===== src/rtl/alu_seq_if.sv =====
// Bundle of the ALU sequencer's instruction handshake, register-file and ALU connections.
// The master side is the sequencer; the slave side is decode, RF and ALU.
interface alu_seq_if #(
  parameter int DATA_W = 16,
  parameter int REG_AW = 4,
  parameter int IMM_W  = 8
);
  logic              instr_valid;
  logic              instr_ready;
  logic [4:0]        instr_opcode;
  logic [REG_AW-1:0] instr_rsrc;
  logic [REG_AW-1:0] instr_rdest;
  logic [IMM_W-1:0]  instr_imm;
  logic [REG_AW-1:0] rf_raddr;
  logic [DATA_W-1:0] rf_rdata;
  logic              rf_we;
  logic [REG_AW-1:0] rf_waddr;
  logic [DATA_W-1:0] rf_wdata;
  logic [DATA_W-1:0] alu_a;
  logic [DATA_W-1:0] alu_b;
  logic [4:0]        alu_opcode;
  logic [DATA_W-1:0] alu_out;
  logic [4:0]        alu_flags;
  logic [4:0]        psr;
  logic              op_done;

  modport master (
    input  instr_valid, instr_opcode, instr_rsrc, instr_rdest, instr_imm,
    input  rf_rdata, alu_out, alu_flags,
    output instr_ready, rf_raddr, rf_we, rf_waddr, rf_wdata,
    output alu_a, alu_b, alu_opcode, psr, op_done
  );

  modport slave (
    output instr_valid, instr_opcode, instr_rsrc, instr_rdest, instr_imm,
    output rf_rdata, alu_out, alu_flags,
    input  instr_ready, rf_raddr, rf_we, rf_waddr, rf_wdata,
    input  alu_a, alu_b, alu_opcode, psr, op_done
  );
endinterface


===== src/rtl/alu_op_sequencer.sv =====
// Multicycle sequencer: accept one ALU instruction, read operands, execute, write back result and PSR.
// Define ALU_SEQ_ILLEGAL_TRAP_EN to add the illegal_op trap output for opcodes 11000-11111.
//
// state  | meaning
// IDLE   | ready for an instruction; accept latches opcode, indices, extended immediate
// RD_SRC | read address = source register (register ops only)
// RD_DST | read address = destination register; source data captured for register ops
// LOAD   | destination data captured
// EXEC   | ALU result and flags captured
// WB     | op_done pulse; register write and PSR update unless suppressed
module alu_op_sequencer #(
  parameter int DATA_W = 16,
  parameter int REG_AW = 4,
  parameter int IMM_W  = 8
) (
  input  logic clk,
  input  logic rst_n,
`ifdef ALU_SEQ_ILLEGAL_TRAP_EN
  output logic illegal_op,
`endif
  alu_seq_if.master bus
);
  localparam logic [4:0] OP_ADDI   = 5'd1;
  localparam logic [4:0] OP_ADDUI  = 5'd3;
  localparam logic [4:0] OP_ADDCI  = 5'd5;
  localparam logic [4:0] OP_ADDCUI = 5'd7;
  localparam logic [4:0] OP_SUBI   = 5'd9;
  localparam logic [4:0] OP_CMP    = 5'd10;
  localparam logic [4:0] OP_CMPI   = 5'd11;
  localparam logic [4:0] OP_CMPUI  = 5'd13;
  localparam logic [4:0] OP_LSHI   = 5'd19;
  localparam logic [4:0] OP_RSHI   = 5'd21;
  localparam logic [4:0] OP_NOP    = 5'd23;

  typedef enum logic [2:0] {
    S_IDLE, S_RD_SRC, S_RD_DST, S_LOAD, S_EXEC, S_WB
  } state_t;

  state_t            state, state_nx;
  logic [DATA_W-1:0] src_q, dst_q, res_q;
  logic [4:0]        flags_q, opcode_q, psr_q;
  logic [REG_AW-1:0] rsrc_q, rdest_q;

  function automatic logic is_imm(input logic [4:0] op);
    case (op)
      OP_ADDI, OP_ADDUI, OP_ADDCI, OP_ADDCUI, OP_SUBI,
      OP_CMPI, OP_CMPUI, OP_LSHI, OP_RSHI: is_imm = 1'b1;
      default:                             is_imm = 1'b0;
    endcase
  endfunction

  // Illegal opcodes share NOP's path: no operand reads, no write, no PSR update.
  function automatic logic is_nop_like(input logic [4:0] op);
    is_nop_like = (op == OP_NOP) || (op[4:3] == 2'b11);
  endfunction

  function automatic logic is_cmp(input logic [4:0] op);
    is_cmp = (op == OP_CMP) || (op == OP_CMPI) || (op == OP_CMPUI);
  endfunction

  function automatic logic [DATA_W-1:0] ext_imm(input logic [4:0] op,
                                                input logic [IMM_W-1:0] imm);
    case (op)
      OP_ADDI, OP_ADDCI, OP_SUBI, OP_CMPI:
        ext_imm = {{(DATA_W-IMM_W){imm[IMM_W-1]}}, imm};
      OP_LSHI, OP_RSHI:
        ext_imm = {{(DATA_W-4){1'b0}}, imm[3:0]};
      default:
        ext_imm = {{(DATA_W-IMM_W){1'b0}}, imm};
    endcase
  endfunction

  always_ff @(posedge clk) begin
    if (!rst_n) begin
      state    <= S_IDLE;
      src_q    <= '0;
      dst_q    <= '0;
      res_q    <= '0;
      flags_q  <= '0;
      opcode_q <= '0;
      rsrc_q   <= '0;
      rdest_q  <= '0;
      psr_q    <= '0;
    end else begin
      state <= state_nx;
      case (state)
        S_IDLE: if (bus.instr_valid) begin
          opcode_q <= bus.instr_opcode;
          rsrc_q   <= bus.instr_rsrc;
          rdest_q  <= bus.instr_rdest;
          if (is_imm(bus.instr_opcode)) src_q <= ext_imm(bus.instr_opcode, bus.instr_imm);
        end
        S_RD_DST: if (!is_imm(opcode_q)) src_q <= bus.rf_rdata;
        S_LOAD:   dst_q <= bus.rf_rdata;
        S_EXEC: begin
          res_q   <= bus.alu_out;
          flags_q <= bus.alu_flags;
        end
        S_WB: if (!is_nop_like(opcode_q)) psr_q <= flags_q;
        default: ;
      endcase
    end
  end

  always_comb begin
    state_nx        = state;
    bus.instr_ready = 1'b0;
    bus.rf_raddr    = '0;
    bus.rf_we       = 1'b0;
    bus.op_done     = 1'b0;
    case (state)
      S_IDLE: begin
        bus.instr_ready = 1'b1;
        if (bus.instr_valid) begin
          if (is_nop_like(bus.instr_opcode))  state_nx = S_WB;
          else if (is_imm(bus.instr_opcode))  state_nx = S_RD_DST;
          else                                state_nx = S_RD_SRC;
        end
      end
      S_RD_SRC: begin
        bus.rf_raddr = rsrc_q;
        state_nx     = S_RD_DST;
      end
      S_RD_DST: begin
        bus.rf_raddr = rdest_q;
        state_nx     = S_LOAD;
      end
      S_LOAD: state_nx = S_EXEC;
      S_EXEC: state_nx = S_WB;
      S_WB: begin
        bus.op_done = 1'b1;
        bus.rf_we   = !is_nop_like(opcode_q) && !is_cmp(opcode_q);
        state_nx    = S_IDLE;
      end
      default: state_nx = S_IDLE;
    endcase
  end

  assign bus.rf_waddr   = rdest_q;
  assign bus.rf_wdata   = res_q;
  assign bus.alu_a      = src_q;
  assign bus.alu_b      = dst_q;
  assign bus.alu_opcode = opcode_q;
  assign bus.psr        = psr_q;

`ifdef ALU_SEQ_ILLEGAL_TRAP_EN
  assign illegal_op = (state == S_WB) && (opcode_q[4:3] == 2'b11);
`endif
endmodule


===== src/flat_wrapper.sv =====
// flat-port wrapper written by rule: the top's interface ports become plain ports
module alu_op_sequencer_flat 
#(
  parameter int DATA_W = 16,
  parameter int REG_AW = 4,
  parameter int IMM_W  = 8
)
  (clk, rst_n, bus_instr_valid, bus_instr_opcode, bus_instr_rsrc, bus_instr_rdest, bus_instr_imm, bus_rf_rdata, bus_alu_out, bus_alu_flags, bus_instr_ready, bus_rf_raddr, bus_rf_we, bus_rf_waddr, bus_rf_wdata, bus_alu_a, bus_alu_b, bus_alu_opcode, bus_psr, bus_op_done);
  alu_seq_if #(.DATA_W(DATA_W), .REG_AW(REG_AW), .IMM_W(IMM_W)) bus_i ();
  input  logic clk;
  input  logic rst_n;
  input wire logic [$bits(bus_i.instr_valid)-1:0] bus_instr_valid;
  input wire logic [$bits(bus_i.instr_opcode)-1:0] bus_instr_opcode;
  input wire logic [$bits(bus_i.instr_rsrc)-1:0] bus_instr_rsrc;
  input wire logic [$bits(bus_i.instr_rdest)-1:0] bus_instr_rdest;
  input wire logic [$bits(bus_i.instr_imm)-1:0] bus_instr_imm;
  input wire logic [$bits(bus_i.rf_rdata)-1:0] bus_rf_rdata;
  input wire logic [$bits(bus_i.alu_out)-1:0] bus_alu_out;
  input wire logic [$bits(bus_i.alu_flags)-1:0] bus_alu_flags;
  output wire logic [$bits(bus_i.instr_ready)-1:0] bus_instr_ready;
  output wire logic [$bits(bus_i.rf_raddr)-1:0] bus_rf_raddr;
  output wire logic [$bits(bus_i.rf_we)-1:0] bus_rf_we;
  output wire logic [$bits(bus_i.rf_waddr)-1:0] bus_rf_waddr;
  output wire logic [$bits(bus_i.rf_wdata)-1:0] bus_rf_wdata;
  output wire logic [$bits(bus_i.alu_a)-1:0] bus_alu_a;
  output wire logic [$bits(bus_i.alu_b)-1:0] bus_alu_b;
  output wire logic [$bits(bus_i.alu_opcode)-1:0] bus_alu_opcode;
  output wire logic [$bits(bus_i.psr)-1:0] bus_psr;
  output wire logic [$bits(bus_i.op_done)-1:0] bus_op_done;
  assign bus_i.instr_valid = bus_instr_valid;
  assign bus_i.instr_opcode = bus_instr_opcode;
  assign bus_i.instr_rsrc = bus_instr_rsrc;
  assign bus_i.instr_rdest = bus_instr_rdest;
  assign bus_i.instr_imm = bus_instr_imm;
  assign bus_i.rf_rdata = bus_rf_rdata;
  assign bus_i.alu_out = bus_alu_out;
  assign bus_i.alu_flags = bus_alu_flags;
  assign bus_instr_ready = bus_i.instr_ready;
  assign bus_rf_raddr = bus_i.rf_raddr;
  assign bus_rf_we = bus_i.rf_we;
  assign bus_rf_waddr = bus_i.rf_waddr;
  assign bus_rf_wdata = bus_i.rf_wdata;
  assign bus_alu_a = bus_i.alu_a;
  assign bus_alu_b = bus_i.alu_b;
  assign bus_alu_opcode = bus_i.alu_opcode;
  assign bus_psr = bus_i.psr;
  assign bus_op_done = bus_i.op_done;
  alu_op_sequencer #(.DATA_W(DATA_W), .REG_AW(REG_AW), .IMM_W(IMM_W)) u_core (.clk(clk), .rst_n(rst_n), .bus(bus_i));
endmodule

===== config.mk =====
export PLATFORM = sky130hd
export DESIGN_NAME = alu_op_sequencer_flat
export DESIGN_NICKNAME = d
export VERILOG_FILES = /design/src/rtl/alu_seq_if.sv /design/src/rtl/alu_op_sequencer.sv /design/src/flat_wrapper.sv
export SDC_FILE = /design/constraint.sdc
export NUM_CORES = 1
export LEC_CHECK = 0
export ABC_AREA = 1
export CAP_MARGIN = 15
export CORE_MARGIN = 2
export CORE_UTILIZATION = 35
export DETAILED_ROUTE_END_ITERATION = 10
export HOLD_SLACK_MARGIN = 0.06
export PLACE_DENSITY = 0.68
export SLEW_MARGIN = 20
export SYNTH_ARGS = -nofsm -noshare
export SYNTH_HDL_FRONTEND = slang
export SYNTH_SLANG_ARGS = --single-unit

===== constraint.sdc =====
create_clock -name clk -period 2.6 [get_ports clk]
set_input_delay 0.52 -clock clk [delete_from_list [all_inputs] [get_ports clk]]
set_output_delay 0.52 -clock clk [all_outputs]
set_load 0.03 [all_outputs]

# Word-level counts from Yosys, hierarchy flattened
# Memories as Yosys holds them, arrays and structs flattened. A register that Yosys moved wholly into a read port is not among the register bits.
# Cells that the tools add are included.
[word_totals]
reg_bits = 74
mem_bits_ro = 96
input_bits = 61
out_inout_bits = 69
wordCells = 71
memories = 3
[op_classes]
eq_ne = 21
muxes = 23
bitwise_logic = 1
n_reduce_logical = 14
[memory_table]
columns = ["name", "words", "word_bits", "rd", "rd_clocked_by_memory_dff", "wr", "line_no", "rtl"]
rows = [
  ["(name not given)", 32, 1, 1, 0, 0, "alu_op_sequencer.sv:45", "case (op)"],
  ["(name not given)", 32, 1, 1, 0, 0, "alu_op_sequencer.sv:45", ""],
  ["(name not given)", 32, 1, 1, 1, 0, "alu_op_sequencer.sv:45", ""],
]
[op_table]
columns = ["operator", "count"]
rows = [
  ["$pmux 16 s2", 2],
  ["$mux 16", 3],
  ["$eq 5x4->1 const B", 5],
  ["$eq 5x5->1 const B", 4],
  ["$pmux 3 s5", 1],
  ["$mux 1", 11],
  ["$mux 5", 2],
  ["$pmux 4 s2", 1],
  ["$eq 3x2->1 const B", 2],
  ["$eq 3x3->1 const B", 2],
  ["$mux 3", 2],
  ["$eq 5x1->1 const B", 1],
  ["$eq 5x3->1 const B", 1],
  ["$eq 2x2->1 const B", 2],
  ["$logic_or 1x1->1", 4],
  ["$ne 2x2->1 const B", 2],
  ["$reduce_and 2->1", 2],
  ["$reduce_and 4->1", 1],
  ["$reduce_or 4->1", 1],
  ["$eq 3x1->1 const B", 1],
  ["$logic_not 3->1", 1],
  ["$logic_not 1->1", 2],
  ["$mux 2", 1],
  ["$ne 2x1->1 const B", 1],
  ["other kinds (4)", 4],
]

# Longest topological paths before layout
[depth]
ltp_word = 9
ltp_mapped = 9
depth_no_buf = 8

# Least setup slack after synthesis
# No wires, ideal clock.
[synth_timing]
path_type = "register -> output"
from = "register u_core.state[2]"
to = "output bus_rf_we"
t_arrival_ps = 1863
required_ps = 2080
setup_slack_ps = 217
stages_incl_launch_ff = 5
n_path_buf = 0
path_cell_list = "dfxtp_1 > inv_4 > nor3_2 > nand2_1 > a41oi_1"
[synth_between]
elab_chain_len = 2
[synth_rtl]
columns = ["element", "line_no", "rtl"]
rows = [
  ["start, declared", "alu_op_sequencer.sv:39", "state_t state, state_nx;"],
  ["start signal, assigned", "alu_op_sequencer.sv:85", "state <= state_nx;"],
  ["$eq 3x3->1", "alu_op_sequencer.sv:111", "case (state)"],
  ["$mux 1", "alu_op_sequencer.sv:111", ""],
  ["end, declared", "flat_wrapper.sv:22", "output wire logic [$bits(bus_i.rf_we)-1:0] bus_rf_we;"],
]
# No other way between the ends.

# Worst setup path in the final report
[layout_timing]
from = "register u_core.state[2]"
to = "output bus_op_done"
[layout_between]
elab_chain_len = 2
[layout_rtl]
columns = ["element", "line_no", "rtl"]
rows = [
  ["$eq 3x3->1", "alu_op_sequencer.sv:111", ""],
  ["$mux 1", "alu_op_sequencer.sv:111", ""],
  ["end, declared", "flat_wrapper.sv:29", "output wire logic [$bits(bus_i.op_done)-1:0] bus_op_done;"],
]
# No other way between the ends.

==> impl_results.rst <==
.. list-table::
   :header-rows: 1

   * - Metric
     - Value
   * - Outcome
     - completed
   * - Total clock buffers created by CTS
     - 9
   * - Number of clock sinks seen by CTS
     - 75
   * - Most frequent cells in the layout
     - sky130_fd_sc_hd__clkdlybuf4s50_1 (123), sky130_fd_sc_hd__nor2_1 (120), sky130_fd_sc_hd__nand2_1 (79)
   * - Number of optimization iterations in the first detailed-route pass
     - 4
   * - Switching Fraction
     - 39.6%
   * - Worst min-delay path class
     - register to register
   * - Min-Delay Startpoint
     - u_core.rsrc_q[2]
   * - Share of the synthesized area in the top cell type
     - 48.0%
   * - Critical path data required time
     - 2080 ps
   * - Detailed-route DRC error count
     - 0
   * - Most frequent standard cell in the layout excluding fill and tap cells
     - sky130_fd_sc_hd__clkdlybuf4s50_1
   * - Kind of launch point of the worst setup path
     - register
   * - Max Clock Skew
     - 9.49 ps
   * - Fmax
     - 0.418 GHz
   * - Via/cell ratio
     - 4.69
   * - Die Width
     - 98.6 um
   * - Maximum net fanout on the critical path
     - 10
   * - Half-perimeter wire length after placement
     - 6360 um
   * - Power per cell area
     - 899 nW/um^2
   * - Clock input transition at the sequential cells of the worst setup and hold paths
     - 70 ps
   * - Maximum buffer depth of the clock tree
     - 2
   * - Reg2Reg Depth
     - 6
   * - Buffers inserted during post-CTS setup optimization
     - 0
   * - Number of global-route vias before repair
     - 2915
   * - Register bit total from synthesis
     - 75
   * - Non-filler cells, final
     - 681
   * - Avg Inst Size Synth
     - 7.03 sq um
   * - Number of primary I/O pins
     - 130
   * - Vert. Die Dim
     - 98.6 um
   * - Netlist area before placement
     - 3130 sq um
   * - Initial antenna violation count
     - 0
   * - TritonCTS clock tree
     - built
   * - Total routing resource utilization after global routing
     - 18.1%
   * - Final Net Count
     - 630
   * - Post-synth cell types
     - 27
   * - Register share of total power
     - 36.5%
   * - Register area share after synthesis
     - 48.0%
   * - Buffer type at the clock tree root
     - sky130_fd_sc_hd__clkbuf_8
   * - IO Port Bufs
     - 129
   * - Fraction of final layout cells sized beyond drive strength 1
     - 5.76%
   * - Maximum number of pins on one net before global-route repair
     - 42
   * - Gate power share
     - 43.4%
   * - Biggest area consumer among synthesized cells
     - sky130_fd_sc_hd__dfxtp_1
   * - Leakage power
     - 2.12 nW
   * - Final worst slack
     - 208 ps
   * - NetSw
     - 0.00167 W
   * - Clk Latency, worst-skew pair
     - 340 ps
   * - Number of violations reported at the end of detailed-routing iteration 0
     - 123
   * - Total of fill cells in the finished design
     - 839
   * - Global-route wire length before repair
     - 14300 um
   * - Pre-CTS WS
     - 306 ps
   * - Endpoint type of the worst setup path
     - primary output
   * - Ranking of synthesized cells by area
     - sky130_fd_sc_hd__dfxtp_1 (48%), sky130_fd_sc_hd__nor2_1 (14%), sky130_fd_sc_hd__nand2_1 (9.5%)
   * - Floorplan row count
     - 34
   * - Final-layout setup total negative slack
     - 0 ps
   * - Post-route fraction of the period consumed by the critical path
     - 92.0%
   * - Type of the worst setup path
     - register to primary output
   * - Syn nets
     - 506
   * - Worst setup path start
     - u_core.state[2]
   * - Part of the total power dissipated in the clock network
     - 20.1%
   * - Count of vias placed by the detailed router
     - 3191
   * - Worst rel slew slack
     - 54.8%
   * - Final Slew Violations
     - 0
   * - DRT antenna net count
     - 0
   * - Count of antenna diodes in the layout
     - 0
   * - Final setup violation count
     - 0
   * - Core Util, Final
     - 54.0%
   * - Cell count after placement
     - 666
   * - DR WL/cell
     - 12.8 um
   * - Grt total ovfl
     - 0
   * - Launching point of the worst reg2reg path
     - u_core.state[1]
   * - Worst-margin pin slew
     - 678 ps
   * - Number of warning messages in the yosys log
     - 0
   * - Cells after Synth
     - 445
   * - Data arrival time of the critical path
     - 1870 ps
   * - Global placer's final weighted congestion
     - 0.850
   * - Maximum level of the CTS H-tree
     - 3
   * - Initial core utilization
     - 36.1%
   * - Area of the core
     - 8680 sq um
   * - Worst supply voltage drop on vdd
     - 0.000380 V
   * - P_int
     - 0.00254 W
   * - Area Growth Syn to Fin
     - 49.7%
   * - Minimum clock period
     - 2390 ps
   * - Unrepaired setup endpoints after global routing
     - no
   * - Wire length after detailed routing
     - 8750 um
   * - Max-cap violations
     - 0
   * - Total count of hold-check failures in the final report
     - 0
   * - Count of cells along the worst hold path
     - 2
   * - Full die area
     - 9710 sq um
## what timing repair did
item / in CTS / in global routing
gates resized for setup: 2 / 3
hold buffers: 0 / 0
setup endpoints to repair: 2 / 3
## through the flow
stage | cell area [sq um] | hold WS, ps | power (W)
floorplan | 3130 | 430 | 0.00273
global placement | 4500 | 445 | 0.00337
detailed placement | 4500 | 451 | 0.00340
CTS | 4680 | 462 | 0.00426
global route | 4680 | 483 | 0.00450
finish | 4680 | 457 | 0.00421
## final timing paths
kind | to | slack (ps)
hold / removal | u_core.rsrc_q[2] | 460
setup reg to reg | u_core.state[0] | 870
setup / recovery | bus_op_done | 210
hold reg to reg | u_core.rsrc_q[2] | 460
## registers in the layout (all words and copies together) (netlist names), named ones only
| signal | cells |
|---|---|
| u_core.bus.alu_a | 16 |
| u_core.bus.alu_b | 16 |
| u_core.bus.alu_opcode | 5 |
| u_core.bus.psr | 5 |
| u_core.bus.rf_waddr | 4 |
| u_core.bus.rf_wdata | 16 |
| u_core.flags_q | 5 |
| u_core.rsrc_q | 4 |
| u_core.state | 3 |
## routing by layer
metal,routed length [um],up-vias,GRT usage [%]
met3,679,13,4.96
li1,-,1648,-
met2,3940,106,27.7
met5,0,-,0
met1,3940,1424,24.1
met4,184,0,7.59
## cells by family (layout without fill, tap and decap cells)
group | after synthesis | count (layout) | synth area share, %
buffers and inverters | 66 | 194 | 8.84
AOI/OAI and AO/OA | 83 | 83 | 14.1
DFF | 75 | 75 | 48.0
and+or+nand+nor | 221 | 221 | 29.1
## Yosys cell counts, drive strengths merged
master / number
nand4: 5
o22ai: 5
a31oi: 2
nor2: 123
a41oi: 1
o211ai: 1
nor3: 2
clkbuf: 12
o21ai: 59
clkinv: 1
dfxtp: 75
o21a: 1
a21oi: 14
buf: 9
inv: 44
nand3: 12
nand2: 79
## worst max-delay path: stages, from the launching register on
cell and delay (ps):
sky130_fd_sc_hd__dfxtp_1 500, sky130_fd_sc_hd__inv_4 120, sky130_fd_sc_hd__nor3_2 210, sky130_fd_sc_hd__clkdlybuf4s50_1 710
## cell type report
class                      instances  area [sq um]  area share (%)
clock inverter                     5          55.1            1.18
clock buffer                      10           128            2.73
tap                              108           135            2.89
inverter                          45           171            3.66
timing repair buffer             134          1340            28.6
sequential                        75          1500            32.1
multi-input combinational        304          1350            28.9
## power groups by stage
stage / Sequential [W] / Clock [W] / Combinational [W]
floorplan: 0.00194 / 0 / 0.000783
global placement: 0.00155 / 0 / 0.00182
detailed placement: 0.00156 / 0 / 0.00184
CTS: 0.00154 / 0.000876 / 0.00185
global route: 0.00157 / 0.000929 / 0.00200
finish: 0.00154 / 0.000846 / 0.00183
No activity file was read; power rests on OpenSTA's default activity.
